File: config.mk
export PLATFORM = sky130hd
export DESIGN_NAME = spi_slave_responder_flat
export DESIGN_NICKNAME = d
export VERILOG_FILES = /design/src/rtl/spi_slave_responder_if.sv /design/src/rtl/spi_slave_responder.sv /design/src/flat_wrapper.sv
export SDC_FILE = /design/constraint.sdc
export NUM_CORES = 1
export LEC_CHECK = 0
export CORE_MARGIN = 1
export CORE_UTILIZATION = 60
export DETAILED_ROUTE_END_ITERATION = 8
export GPL_ROUTABILITY_DRIVEN = 1
export HOLD_SLACK_MARGIN = 0.05
export PLACE_DENSITY = 0.77
export SYNTH_ARGS = -nofsm -noshare
export SYNTH_HDL_FRONTEND = slang
export SYNTH_SLANG_ARGS = --single-unit
File: constraint.sdc
create_clock -name clk_i -period 10.1 [get_ports clk_i]
set_clock_uncertainty 0.1 [all_clocks]
set_input_delay 1.01 -clock clk_i [delete_from_list [all_inputs] [get_ports clk_i]]
set_output_delay 1.01 -clock clk_i [all_outputs]
set_load 0.01 [all_outputs]
File: src/rtl/spi_slave_responder_if.sv
// SPI pin bundle between a bus master and the responder target.
// Signals: spi_sclk/spi_sdi/spi_cs (master -> target, cs active low),
//          spi_sdo/spi_sdo_en (target -> master read data and its enable).
interface spi_slave_responder_if;
  logic spi_sclk;
  logic spi_sdi;
  logic spi_cs;
  logic spi_sdo;
  logic spi_sdo_en;

  modport slave (
    input  spi_sclk,
    input  spi_sdi,
    input  spi_cs,
    output spi_sdo,
    output spi_sdo_en
  );

  modport master (
    output spi_sclk,
    output spi_sdi,
    output spi_cs,
    input  spi_sdo,
    input  spi_sdo_en
  );
endinterface

File: src/rtl/spi_slave_responder.sv
// SPI target: decodes CS-framed commands into an 8-bit config register and a word memory,
// returns read data on spi_sdo. Pins are synchronized into clk_i; outputs move SYNC_STAGES+1
// clk_i cycles after the sclk pin edge. No backpressure: the master owns sclk.
// Ports: clk_i/rst_i (async active-high), spi (slave modport: sclk, sdi, cs in; sdo, sdo_en out),
//        cfg_o config register, cmd_o last command byte, frame_done / err one-cycle pulses.
module spi_slave_responder #(
  parameter int MEM_DEPTH   = 16,
  parameter int DUMMY_BITS  = 34,
  parameter int SYNC_STAGES = 2
) (
  input  logic                   clk_i,
  input  logic                   rst_i,
  spi_slave_responder_if.slave   spi,
  output logic [7:0]             cfg_o,
  output logic [7:0]             cmd_o,
  output logic                   frame_done,
  output logic                   err
);

  localparam int IDX_W = $clog2(MEM_DEPTH);
  localparam int CNT_W = $clog2((DUMMY_BITS > 32) ? DUMMY_BITS : 32);

  localparam logic [7:0] CMD_WRREG = 8'h01;
  localparam logic [7:0] CMD_RDREG = 8'h07;
  localparam logic [7:0] CMD_WRMEM = 8'h02;
  localparam logic [7:0] CMD_RDMEM = 8'h0B;

  typedef enum logic [2:0] {
    S_IDLE, S_CMD, S_ADDR, S_DUMMY, S_RDATA, S_WDATA, S_END, S_SKIP
  } state_t;

  state_t state_q, state_d;

  logic [CNT_W-1:0] cnt_q, cnt_d;
  logic [31:0]      shift_in;
  logic [31:0]      shift_nxt;
  logic [31:0]      shift_out;
  logic [IDX_W-1:0] idx_q;
  logic             sdo_q, sdo_en_q;
  logic [31:0]      mem [MEM_DEPTH];

  // Synchronizer chains; one extra flop on sclk and cs gives the edge reference.
  logic [SYNC_STAGES-1:0] sclk_sync, sdi_sync, cs_sync;
  logic sclk_prev, cs_prev;
  logic sclk_s, sdi_s, cs_s;
  logic sclk_rise, sclk_fall, cs_rise, cs_fall;

  // Control strobes from the next-state logic.
  logic cmd_we, idx_we, cfg_we, mem_we, load_out, sdo_clr, done_d, err_d;

  always_ff @(posedge clk_i or posedge rst_i) begin
    if (rst_i) begin
      sclk_sync <= '0;
      sdi_sync  <= '0;
      cs_sync   <= '1;
      sclk_prev <= 1'b0;
      cs_prev   <= 1'b1;
    end else begin
      sclk_sync[0] <= spi.spi_sclk;
      sdi_sync[0]  <= spi.spi_sdi;
      cs_sync[0]   <= spi.spi_cs;
      for (int i = 1; i < SYNC_STAGES; i++) begin
        sclk_sync[i] <= sclk_sync[i-1];
        sdi_sync[i]  <= sdi_sync[i-1];
        cs_sync[i]   <= cs_sync[i-1];
      end
      sclk_prev <= sclk_sync[SYNC_STAGES-1];
      cs_prev   <= cs_sync[SYNC_STAGES-1];
    end
  end

  assign sclk_s    = sclk_sync[SYNC_STAGES-1];
  assign sdi_s     = sdi_sync[SYNC_STAGES-1];
  assign cs_s      = cs_sync[SYNC_STAGES-1];
  assign sclk_rise = sclk_s & ~sclk_prev;
  assign sclk_fall = ~sclk_s & sclk_prev;
  assign cs_rise   = cs_s & ~cs_prev;
  assign cs_fall   = ~cs_s & cs_prev;
  assign shift_nxt = {shift_in[30:0], sdi_s};

  always_ff @(posedge clk_i or posedge rst_i) begin
    if (rst_i) begin
      state_q <= S_IDLE;
      cnt_q   <= '0;
    end else begin
      state_q <= state_d;
      cnt_q   <= cnt_d;
    end
  end

  always_comb begin
    state_d  = state_q;
    cnt_d    = cnt_q;
    cmd_we   = 1'b0;
    idx_we   = 1'b0;
    cfg_we   = 1'b0;
    mem_we   = 1'b0;
    load_out = 1'b0;
    sdo_clr  = 1'b0;
    done_d   = 1'b0;
    err_d    = 1'b0;
    case (state_q)
      S_IDLE: begin
        if (cs_fall) begin
          state_d = S_CMD;
          cnt_d   = CNT_W'(7);
        end
      end
      S_SKIP: begin
        if (cs_rise) state_d = S_IDLE;
      end
      S_END: begin
        if (cs_rise) begin
          state_d = S_IDLE;
          done_d  = 1'b1;
          sdo_clr = 1'b1;
        end else if (sclk_rise) begin
          // Back-to-back: this rise already carries bit 7 of the next command.
          state_d = S_CMD;
          cnt_d   = CNT_W'(6);
          done_d  = 1'b1;
        end
      end
      default: begin
        // Active field states. cs rise has priority over a coincident sclk rise.
        if (cs_rise) begin
          state_d = S_IDLE;
          err_d   = 1'b1;
          sdo_clr = 1'b1;
        end else if (sclk_rise) begin
          if (cnt_q != '0) begin
            cnt_d = cnt_q - CNT_W'(1);
          end else begin
            case (state_q)
              S_CMD: begin
                cmd_we = 1'b1;
                case (shift_nxt[7:0])
                  CMD_WRREG: begin state_d = S_WDATA; cnt_d = CNT_W'(7);  end
                  CMD_RDREG: begin state_d = S_DUMMY; cnt_d = CNT_W'(0);  end
                  CMD_WRMEM,
                  CMD_RDMEM: begin state_d = S_ADDR;  cnt_d = CNT_W'(31); end
                  default:   begin state_d = S_SKIP;  err_d = 1'b1;       end
                endcase
              end
              S_ADDR: begin
                idx_we = 1'b1;
                if (cmd_o == CMD_WRMEM) begin
                  state_d = S_WDATA;
                  cnt_d   = CNT_W'(31);
                end else begin
                  state_d = S_DUMMY;
                  cnt_d   = CNT_W'(DUMMY_BITS - 1);
                end
              end
              S_DUMMY: begin
                load_out = 1'b1;
                state_d  = S_RDATA;
                cnt_d    = CNT_W'(31);
              end
              S_RDATA: state_d = S_END;
              S_WDATA: begin
                if (cmd_o == CMD_WRREG) cfg_we = 1'b1;
                else                    mem_we = 1'b1;
                state_d = S_END;
              end
              default: state_d = S_IDLE;
            endcase
          end
        end
      end
    endcase
  end

  always_ff @(posedge clk_i or posedge rst_i) begin
    if (rst_i) begin
      shift_in   <= '0;
      shift_out  <= '0;
      idx_q      <= '0;
      cmd_o      <= '0;
      cfg_o      <= '0;
      sdo_q      <= 1'b0;
      sdo_en_q   <= 1'b0;
      frame_done <= 1'b0;
      err        <= 1'b0;
    end else begin
      frame_done <= done_d;
      err        <= err_d;
      if (sclk_rise) shift_in <= shift_nxt;
      if (cmd_we)    cmd_o    <= shift_nxt[7:0];
      if (idx_we)    idx_q    <= shift_nxt[IDX_W+1:2];
      if (cfg_we)    cfg_o    <= shift_nxt[7:0];
      if (load_out)  shift_out <= (cmd_o == CMD_RDREG) ? {24'h0, cfg_o} : mem[idx_q];
      if (sdo_clr) begin
        sdo_q    <= 1'b0;
        sdo_en_q <= 1'b0;
      end else if (sclk_fall) begin
        if (state_q == S_RDATA) begin
          sdo_q     <= shift_out[31];
          shift_out <= {shift_out[30:0], 1'b0};
          sdo_en_q  <= 1'b1;
        end else if (state_q == S_END) begin
          // First fall after the last read bit releases the line.
          sdo_q    <= 1'b0;
          sdo_en_q <= 1'b0;
        end
      end
    end
  end

  // Memory contents survive reset.
  always_ff @(posedge clk_i) begin
    if (mem_we) mem[idx_q] <= shift_nxt;
  end

  assign spi.spi_sdo    = sdo_q;
  assign spi.spi_sdo_en = sdo_en_q;

endmodule

File: src/flat_wrapper.sv
// flat-port wrapper written by rule: the top's interface ports become plain ports
module spi_slave_responder_flat 
#(
  parameter int MEM_DEPTH   = 16,
  parameter int DUMMY_BITS  = 34,
  parameter int SYNC_STAGES = 2
)
  (clk_i, rst_i, cfg_o, cmd_o, frame_done, err, spi_spi_sclk, spi_spi_sdi, spi_spi_cs, spi_spi_sdo, spi_spi_sdo_en);
  spi_slave_responder_if spi_i ();
  input  logic clk_i;
  input  logic rst_i;
  output logic [7:0] cfg_o;
  output logic [7:0] cmd_o;
  output logic frame_done;
  output logic err;
  input wire logic [$bits(spi_i.spi_sclk)-1:0] spi_spi_sclk;
  input wire logic [$bits(spi_i.spi_sdi)-1:0] spi_spi_sdi;
  input wire logic [$bits(spi_i.spi_cs)-1:0] spi_spi_cs;
  output wire logic [$bits(spi_i.spi_sdo)-1:0] spi_spi_sdo;
  output wire logic [$bits(spi_i.spi_sdo_en)-1:0] spi_spi_sdo_en;
  assign spi_i.spi_sclk = spi_spi_sclk;
  assign spi_i.spi_sdi = spi_spi_sdi;
  assign spi_i.spi_cs = spi_spi_cs;
  assign spi_spi_sdo = spi_i.spi_sdo;
  assign spi_spi_sdo_en = spi_i.spi_sdo_en;
  spi_slave_responder #(.MEM_DEPTH(MEM_DEPTH), .DUMMY_BITS(DUMMY_BITS), .SYNC_STAGES(SYNC_STAGES)) u_core (.clk_i(clk_i), .rst_i(rst_i), .spi(spi_i), .cfg_o(cfg_o), .cmd_o(cmd_o), .frame_done(frame_done), .err(err));
endmodule
* After elaboration in Yosys (flattened, before gate mapping)
Memories as Yosys holds them, arrays and structs flattened. Cells that the tools add are included. Widths: inputs -> output; s select.
Cells by class: reductions and logical operators 15, mux-type cells 73, equality and inequality tests 22, add/sub/neg operators 1, bitwise gates (word level) 9
Operators with widths (count):
- $mux 32 | 5
- $pmux 6 s3 | 3
- $mux 1 | 47
- $mux 6 | 7
- $mux 3 | 8
- $pmux 3 s3 | 2
- $eq 8x1->1 const B | 2
- $eq 8x2->1 const B | 2
- $eq 8x3->1 const B | 2
- $eq 3x3->1 const B | 4
- $pmux 3 s4 | 1
- $reduce_bool 6->1 | 2
- $eq 8x4->1 const B | 1
- $reduce_and 8->1 | 1
- $ne 7x4->1 const B | 1
- $eq 3x2->1 const B | 2
- $ne 2x1->1 const B | 3
- $reduce_bool 3->1 | 2
- $reduce_or 2->1 | 3
- $sub 6x1->6 const B | 1
- $not 1->1 | 5
- $reduce_and 5->1 | 1
- $and 1x1->1 | 4
- $ne 2x2->1 const B | 2
- 8 further kinds | 9
Word-level totals: input port bits 5, output and inout bits 20, logic and storage cells 137, flip-flop bits (word level) 104, RAM bits 512, memories kept 1
Memory list:
- u_core.mem | depth 16, bits a word 32, read ports 1, clocked after memory_dff 0, write ports 1, RTL line spi_slave_responder.sv:40 | logic [31:0] mem [MEM_DEPTH];

* Longest topological paths before layout
Gate-level depths: netlist of the first run.
word-level depth 10, depth in mapped cells 10, gate-level depth less buffers 7

* Worst setup path after synthesis of the first run
No wires, ideal clock.
kind register -> register, from register u_core.cnt_q[0], to memory u_core.mem[3][0], enable pin, required time 9539 ps, clock period less this slack 4918 ps, path slack 5182 ps, library setup time 461 ps, buffers on the path 1, stages on the path, launching flop included 9, data arrival time 4357 ps, cells stage by stage dfrtp_1 -> inv_1 -> ha_1 -> or4b_1 -> buf_2 -> nor4_4 -> nor4b_4 -> nand3_1 -> nor3_1
On the way: cells in the longest elaborated chain, start to end 7
RTL lines:
- start: declaration | RTL line spi_slave_responder.sv:34 | logic [CNT_W-1:0] cnt_q, cnt_d;
- start signal: assignment | RTL line spi_slave_responder.sv:87 | cnt_q <= cnt_d;
- $reduce_bool 6->1 | RTL line spi_slave_responder.sv:131 | if (cnt_q != '0) begin
- $mux 1 | RTL line spi_slave_responder.sv:131
- $mux 1 | RTL line spi_slave_responder.sv:130 | end else if (sclk_rise) begin
- $mux 1 | RTL line spi_slave_responder.sv:126 | if (cs_rise) begin
- $mux 1 | RTL line spi_slave_responder.sv:102 | case (state_q)
- $mux 1 | RTL line spi_slave_responder.sv:212 | if (mem_we) mem[idx_q] <= shift_nxt;
- $mux 1 (implied by the code) | RTL line spi_slave_responder.sv:212
- end: declaration | RTL line spi_slave_responder.sv:40
No other way between the ends.

* Worst setup path after layout of the first run
from register u_core.cnt_q[0], to memory u_core.mem[13][22], enable pin
The elaborated chain is that of the path after synthesis.

==> implementation parameters, run 1 <==
Parameter                              Value

Routing
  Detailed Route Iter0 Violations    1,419
  Routed wirelength normalized by instance count    around 28 um
  Number of detailed-routing iterations run before antenna repair    5
  Antenna violation net count after detailed routing    0
  Remaining routing DRC violations    0
  Via/cell ratio    6.62
  Routed WL    53.0 mm
  Via count of the routed design    approximately 12,000

Synthesis
  Avg Inst Size Synth    18.9 um^2
  Netlist area before placement    24,000 um^2
  Ys flop type    edfxtp_1
  Number of distinct library cells after synthesis    61
  Number of flip-flops and latches in the synthesized netlist    616
  Post-Synth Adder-Cell Area    0.000521
  Synth Area in XOR/XNOR    0.000729
  Yosys warning total    0
  Mapped Cells    1,273
  Area fraction in compound gates after synthesis    0.0440
  FFs w/ async S/R, synth    0.169
  Basic-gate share of the synthesized area counting and, or, nand and nor cells    0.0536
  Proportion of synthesized area in mux cells    0.138
  Synthesized Nets    1,279
  Number of enable-type register cells in the synthesized netlist    512
  Dominant combinational cell family by area after synthesis    multiplexers
  Sequential cell area fraction in the yosys report    0.748

Critical path
  Crit path cell chain    inv_1, ha_1, or4b_1, nor4_4, nor4b_4, nand3b_1, nor2_4
  Buf/Inv on CP    1
  Signal arrival time at the worst endpoint    4330 ps
  Slowest stage delay, CP    1090 ps
  Maximum fanout encountered on the critical timing path    32
  Type of origin of the critical path    register
  Cell class contributing the biggest share of worst-path delay    simple AND/OR/NAND/NOR gates
  Cell type of the slowest stage on the worst timing path    nor2_4
  Type of the worst setup path    register to register
  Endpoint kind of the worst setup timing path    register
  Required @ worst endpoint    10,210 ps

CTS
  # H-tree levels    2
  Sinks on the clock net    616
  Setup Fix Bufs, Post-CTS    0
  Clock insertion delay at the later pin of the skew report    620 ps
  Clock buffer count from CTS    59
  Cells resized by post-CTS repair    0
  CTS tree    built
  Clock Path Buffers    3
  CTS Root Buffer Type    clkbuf_16
  Clock edge transition at the registers on the reported setup and hold paths    60 ps
  # hold bufs at CTS    0

Global routing
  Overall track demand over capacity in global routing    0.270
  Maximum number of pins on one net before global-route repair    104
  First-pass GRT wire length    79.6 mm
  Total gr overflow    0
  Initial antenna violation count    0
  Vias in the first global route    12,800

STA
  Setup TNS    0 ps
  Fin. max-slew vios    0
  Final Hold Violating Endpoints    0
  Transition time at the pin with the least slew margin    ~1300 ps
  Highest Clock Rate    0.237 GHz
  Remaining max-slew budget at the tightest pin    0.130
  Final critical path time including I/O delays and setup    4210 ps
  Setup-violating endpoint count in the final report    0
  Share of the clock period used by the worst path after layout    0.417
  Setup repair after global routing missed its margin    false

Cells and area
  Final core utilization    0.685
  Commonest non-fill, non-tap cell in the layout    edfxtp_1
  # fillers    2,384
  Antenna diode count    0
  Layout cells sized above 1    0.220
  Layout-stage area growth over the synthesis result    11.4%
  Commonest non-fill, non-tap cells in the layout    512 x edfxtp_1, 135 x mux4_2, 111 x nand2_1
  Fin nets    roughly 1,300

Pwr
  Fraction of power spent switching nets    0.213
  Power dissipated by switching net loads    1.12 mW
  Internal power    4.14 mW
  Leakage power figure    9.18 nW
  Part of the total power dissipated in the clock network    0.412
  Ratio of total power to cell area    196 nW/um^2
  Logic gate share of total power    0.030
  Sequential share of power    0.558
  Peak supply drop    0.155 mV

Run
  Max-cap viol count    0

Floorplanning
  Area enclosed by the die boundary    approximately 41,000 um^2
  Number of top-level pins    25
  Die height    202 um
  Number of rows created at floorplan    72
  Die Wd    202 um
  CORE AREA    between 30,000 and 40,000 um^2
  Initial cell density of the core    0.615

Worst hold path
  Worst hold path type    register to register

Status
  Run status    finished, final reports clean

Place
  PortBufs    24
  Global placer's final weighted congestion    0.863
  DPL Wire Length    around 28 mm
## logic make-up after synthesis
kind of cell / Yosys count
compound gates: 150
xor+xnor: 2
fa+ha+maj: 1
buf+inv: 89
flops: 616
mux: 160
simple gates: 255
## power groups by stage
| stage | registers (mW) | logic [mW] | clock network [mW] |
|---|---|---|---|
| after CTS | 2.93 | 0.157 | 2.19 |
| after global placement | 2.97 | 0.148 | 0 |
| final | 2.93 | 0.158 | 2.17 |
| after detailed placement | 2.98 | 0.154 | 0 |
| after global routing | 2.94 | 0.175 | 2.28 |
| after floorplan | 2.92 | 0.138 | 0 |
## through the flow
stage | hold WS (ps) | power, mW | cell area [um^2] | worst slack, ps | cells
after global placement | 241 | 3.12 | 24900 | 6060 | 1752
after global routing | 256 | 5.40 | 26800 | 5700 | 1863
after floorplan | 231 | 3.06 | 24000 | 5180 | 1273
final | 248 | 5.26 | 26800 | 5890 | 1863
after CTS | 248 | 5.28 | 26800 | 5920 | 1863
after detailed placement | 237 | 3.13 | 24900 | 5960 | 1752
## cells in the mapped netlist (5+ instances only)
master | instances | share of area
clkbuf_1 | 59 | 0.0092
nand2_1 | 111 | 0.017
o21ai_0 | 12 | 0.0025
inv_1 | 7 | 0.0011
and3_1 | 28 | 0.0073
a21oi_1 | 32 | 0.0067
a22oi_1 | 52 | 0.016
buf_1 | 5 | 0.00078
mux4_2 | 135 | 0.13
and2_1 | 8 | 0.0021
edfxtp_1 | 512 | 0.64
buf_2 | 16 | 0.0033
nand2b_1 | 7 | 0.0018
nand3_1 | 5 | 0.0010
dfrtp_1 | 101 | 0.11
nor2_1 | 34 | 0.0053
nor2b_1 | 8 | 0.0021
nor4_1 | 6 | 0.0016
or2_2 | 5 | 0.0013
nor3_1 | 18 | 0.0037
mux2_2 | 22 | 0.010
a211o_1 | 25 | 0.0091
o211ai_1 | 5 | 0.0016
## sequential cells by signal, summed over array words and instances, names as in the netlist
name and cells:
u_core.sclk_prev 1, u_core.spi.spi_sdo_en 1, u_core.idx_q 4, u_core.mem 512
u_core.cs_sync 2, u_core.frame_done 1, u_core.err 1, u_core.cfg_o 8
u_core.state_q 3, u_core.cnt_q 6, u_core.cmd_o 8, u_core.sdi_sync 2
u_core.cs_prev 1, u_core.shift_out 32, u_core.sclk_sync 2, u_core.spi.spi_sdo 1
u_core.shift_in 31
## worst reg2reg max path: stages (launching register included)
cell,delay [ps]
dfrtp_1,410
inv_1,70
ha_1,220
or4b_1,670
nor4_4,530
nor4b_4,380
nand3b_1,340
nor2_4,1090
## layout make-up
class                   instances  area (um^2)  share of cell area
flip-flops and latches        616        18000               0.672
multi-input cells             568         5800               0.217
clock buffers                  76         1570              0.0587
well taps                     518          648              0.0242
repair buffers                 43          395              0.0148
clock inverters                35          332              0.0124
inverters                       7         28.8             0.00108
## final timing paths
kind / endpoint / startpoint / slack, ps / depth (start not counted)
setup / recovery: u_core.mem[13][22]$_DFFE_PP_ / u_core.cnt_q[0]$_DFFE_PP0P_ / 5890 / 7
hold / removal: u_core.sclk_sync[1]$_DFF_PP0_ / u_core.sclk_sync[0]$_DFF_PP0_ / 250 / 0
setup reg to reg: u_core.mem[13][22]$_DFFE_PP_ / u_core.cnt_q[0]$_DFFE_PP0P_ / 5890 / 7
hold reg to reg: u_core.sclk_sync[1]$_DFF_PP0_ / u_core.sclk_sync[0]$_DFF_PP0_ / 250 / 0
max in group asynchronous: u_core.idx_q[1]$_DFFE_PP0P_ / rst_i / 7800 / 3
min in group asynchronous: u_core.shift_in[6]$_DFFE_PP0N_ / rst_i / 770 / 2
## metal layers
metal / global-route usage / share of wire
met2: 0.424 / 0.49
met5: 0 / 0
met4: 0.0932 / 0.028
met1: 0.382 / 0.39
met3: 0.0563 / 0.088
Power figures use the tool's default switching activity.
==> run 2, diff against run 1 <==
CORE_UTILIZATION = 56   (was 60)
PLACE_DENSITY = 0.75   (was 0.77)
clock period = 3.8 ns   (was 10.1 ns; I/O delays follow)
==> run 2 against run 1 <==
Compared with the run above:
- cell count rose by 3.4%
- register-to-register slack got worse by 5300 ps
- hold slack got worse by 170 ps
- flip-flop and latch count stayed put
- count of clock-buffer cells in the layout shrank 7
- non-clock buffer count grew 46
- total power rose to 2.7 times the previous value
- critical path type unchanged
- critical endpoint is now u_core.mem[14][6]$_DFFE_PP_
==> implementation parameters, run 2 (synthesis results as in run 1) <==
Parameter                              Value

CTS
  Clock insertion delay at the later pin of the skew report    610 ps
  CTS Root Buffer Type    clkbuf_16
  Clock edge transition at the registers on the reported setup and hold paths    60 ps
  Sinks on the clock net    around 600
  CTS tree    built
  Cells resized by post-CTS repair    0
  Setup Fix Bufs, Post-CTS    0
  # H-tree levels    2
  Clock buffer count from CTS    57
  # hold bufs at CTS    0
  Clock Path Buffers    3

Critical path
  Type of the worst setup path    register to register
  Cell type of the slowest stage on the worst timing path    or4b_1
  Worst R2R Setup Slack    just under 600 ps
  Maximum fanout encountered on the critical timing path    18
  Type of origin of the critical path    register
  Required @ worst endpoint    between 3000 and 4000 ps
  Most frequent CP cell    buf_4
  Crit path cell chain    inv_1, ha_1, or4b_1, nor4_4, nor4b_4, nand3b_1, buf_4, nor2_4, buf_4
  Slowest stage delay, CP    approximately 500 ps
  Signal arrival time at the worst endpoint    3390 ps
  Endpoint kind of the worst setup timing path    register

Status
  Run status    finished, final reports clean

Floorplanning
  CORE AREA    42,100 um^2
  Die height    209 um
  Area enclosed by the die boundary    approximately 44,000 um^2
  Initial cell density of the core    0.570
  Die Wd    209 um
  Number of top-level pins    25
  Number of rows created at floorplan    75

Place
  Cell Count Post-Placement    roughly 1,800
  Worst slack after detailed placement    ~590 ps
  DPL Wire Length    32.0 mm
  PortBufs    24
  Global placer's final weighted congestion    ~0.83

Pwr
  Leakage power figure    9.53 nW
  Ratio of total power to cell area    511 nW/um^2
  Peak supply drop    0.379 mV

STA
  Highest Clock Rate    0.311 GHz
  Transition time at the pin with the least slew margin    882 ps
  Worst setup slack after layout    586 ps
  Fin. max-slew vios    0
  Final critical path time including I/O delays and setup    3210 ps
  Setup repair after global routing missed its margin    false
  Share of the clock period used by the worst path after layout    0.846
  Hold_ws    between 70 and 80 ps
  Final Hold Violating Endpoints    0
  Setup-violating endpoint count in the final report    0
  Remaining max-slew budget at the tightest pin    0.412

Cells and area
  Fin nets    about 1,300
  Layout cells sized above 1    0.254
  Largest register by flop count    u_core.mem
  Antenna diode count    0
  Number of flip-flops under the largest register name    just over 500
  Commonest non-fill, non-tap cell in the layout    edfxtp_1
  Layout-stage area growth over the synthesis result    13.7%
  Largest registers    u_core.mem: 512 flops, u_core.shift_out: 32 flops, u_core.shift_in: 31 flops
  Commonest non-fill, non-tap cells in the layout    512 x edfxtp_1, 135 x mux4_2, 111 x nand2_1
  Final non-filler cell total    approximately 1,900

Routing
  Routed WL    52.4 mm
  Remaining routing DRC violations    0
  Antenna violation net count after detailed routing    0
  Detailed Route Iter0 Violations    between 1,000 and 1,500
  Via/cell ratio    6.35
  Number of detailed-routing iterations run before antenna repair    5
  Via count of the routed design    12,200
  Routed wirelength normalized by instance count    27.2 um

Global routing
  Overall track demand over capacity in global routing    0.248
  First-pass GRT wire length    79.0 mm
  Vias in the first global route    12,400
  Initial antenna violation count    0
  Total gr overflow    0
  Maximum number of pins on one net before global-route repair    55

Worst hold path
  Worst hold path type    input pin to register

Run
  Max-cap viol count    0
[run 2: changes by cell type in the layout (fill, tap and decap cells not counted), moves of 2 or more]
cell,before,now
buf_4,18,49
clkbuf_8,1,3
nor3_4,1,4
clkinv_2,5,14
clkinvlp_4,1,3
clkinv_1,18,12
clkbuf_1,15,7
nor3_2,4,1
buf_12,1,16
[run 2: worst max-delay path, delay by kind of cell (launching register included)]
kind                       cells  cell delay, ps
adders and majority gates      1             190
buffers and inverters          3             650
DFF                            1             410
and+or+nand+nor                5            1530
[run 2: per-stage QoR]
stage                     TNS, ps  instance area, um^2  power (mW)   util
after floorplan            -83620                24100        8.13      -
final                           0                27300        14.0  0.648
after detailed placement        0                25400        8.38  0.604
after global routing            0                27300        14.4  0.648
after global placement          0                25400        8.35  0.604
after CTS                       0                27300        14.0  0.648
[run 2: path summary, 6_finish.rpt]
path	start	endpoint	cells past startpoint
hold reg to reg	u_core.sdi_sync[0]$_DFF_PP0_	u_core.sdi_sync[1]$_DFF_PP0_	0
max in group asynchronous	rst_i	u_core.idx_q[1]$_DFFE_PP0P_	3
min in group asynchronous	rst_i	u_core.cmd_o[4]$_DFFE_PP0P_	2
setup reg to reg	u_core.cnt_q[0]$_DFFE_PP0P_	u_core.mem[14][6]$_DFFE_PP_	9
hold / removal	spi_spi_cs	u_core.cs_sync[0]$_DFF_PP1_	1
setup / recovery	u_core.cnt_q[0]$_DFFE_PP0P_	u_core.mem[14][6]$_DFFE_PP_	9
[run 2: metal layers]
layer  global-route usage  wire [um]  vias up
li1                     -          -     5266
met1                0.337      21000     6423
met2                0.416      27000      437
met3               0.0328       2830      101
met4               0.0882       1610        0
met5                    0          0        -
[run 2: report_power, final]
part / total (mW) / switching [mW] / internal (mW)
registers: 7.73 / 0.237 / 7.49
logic: 0.515 / 0.310 / 0.205
clock network: 5.72 / 2.43 / 3.29
[run 2: layout make-up]
class / instances / area [um^2]
flip-flops and latches: 616 / 18000
clock buffers: 69 / 1540
clock inverters: 38 / 340
fillers: 2733 / 14800
inverters: 7 / 28.8
multi-input cells: 568 / 5820
repair buffers: 89 / 928
well taps: 539 / 674
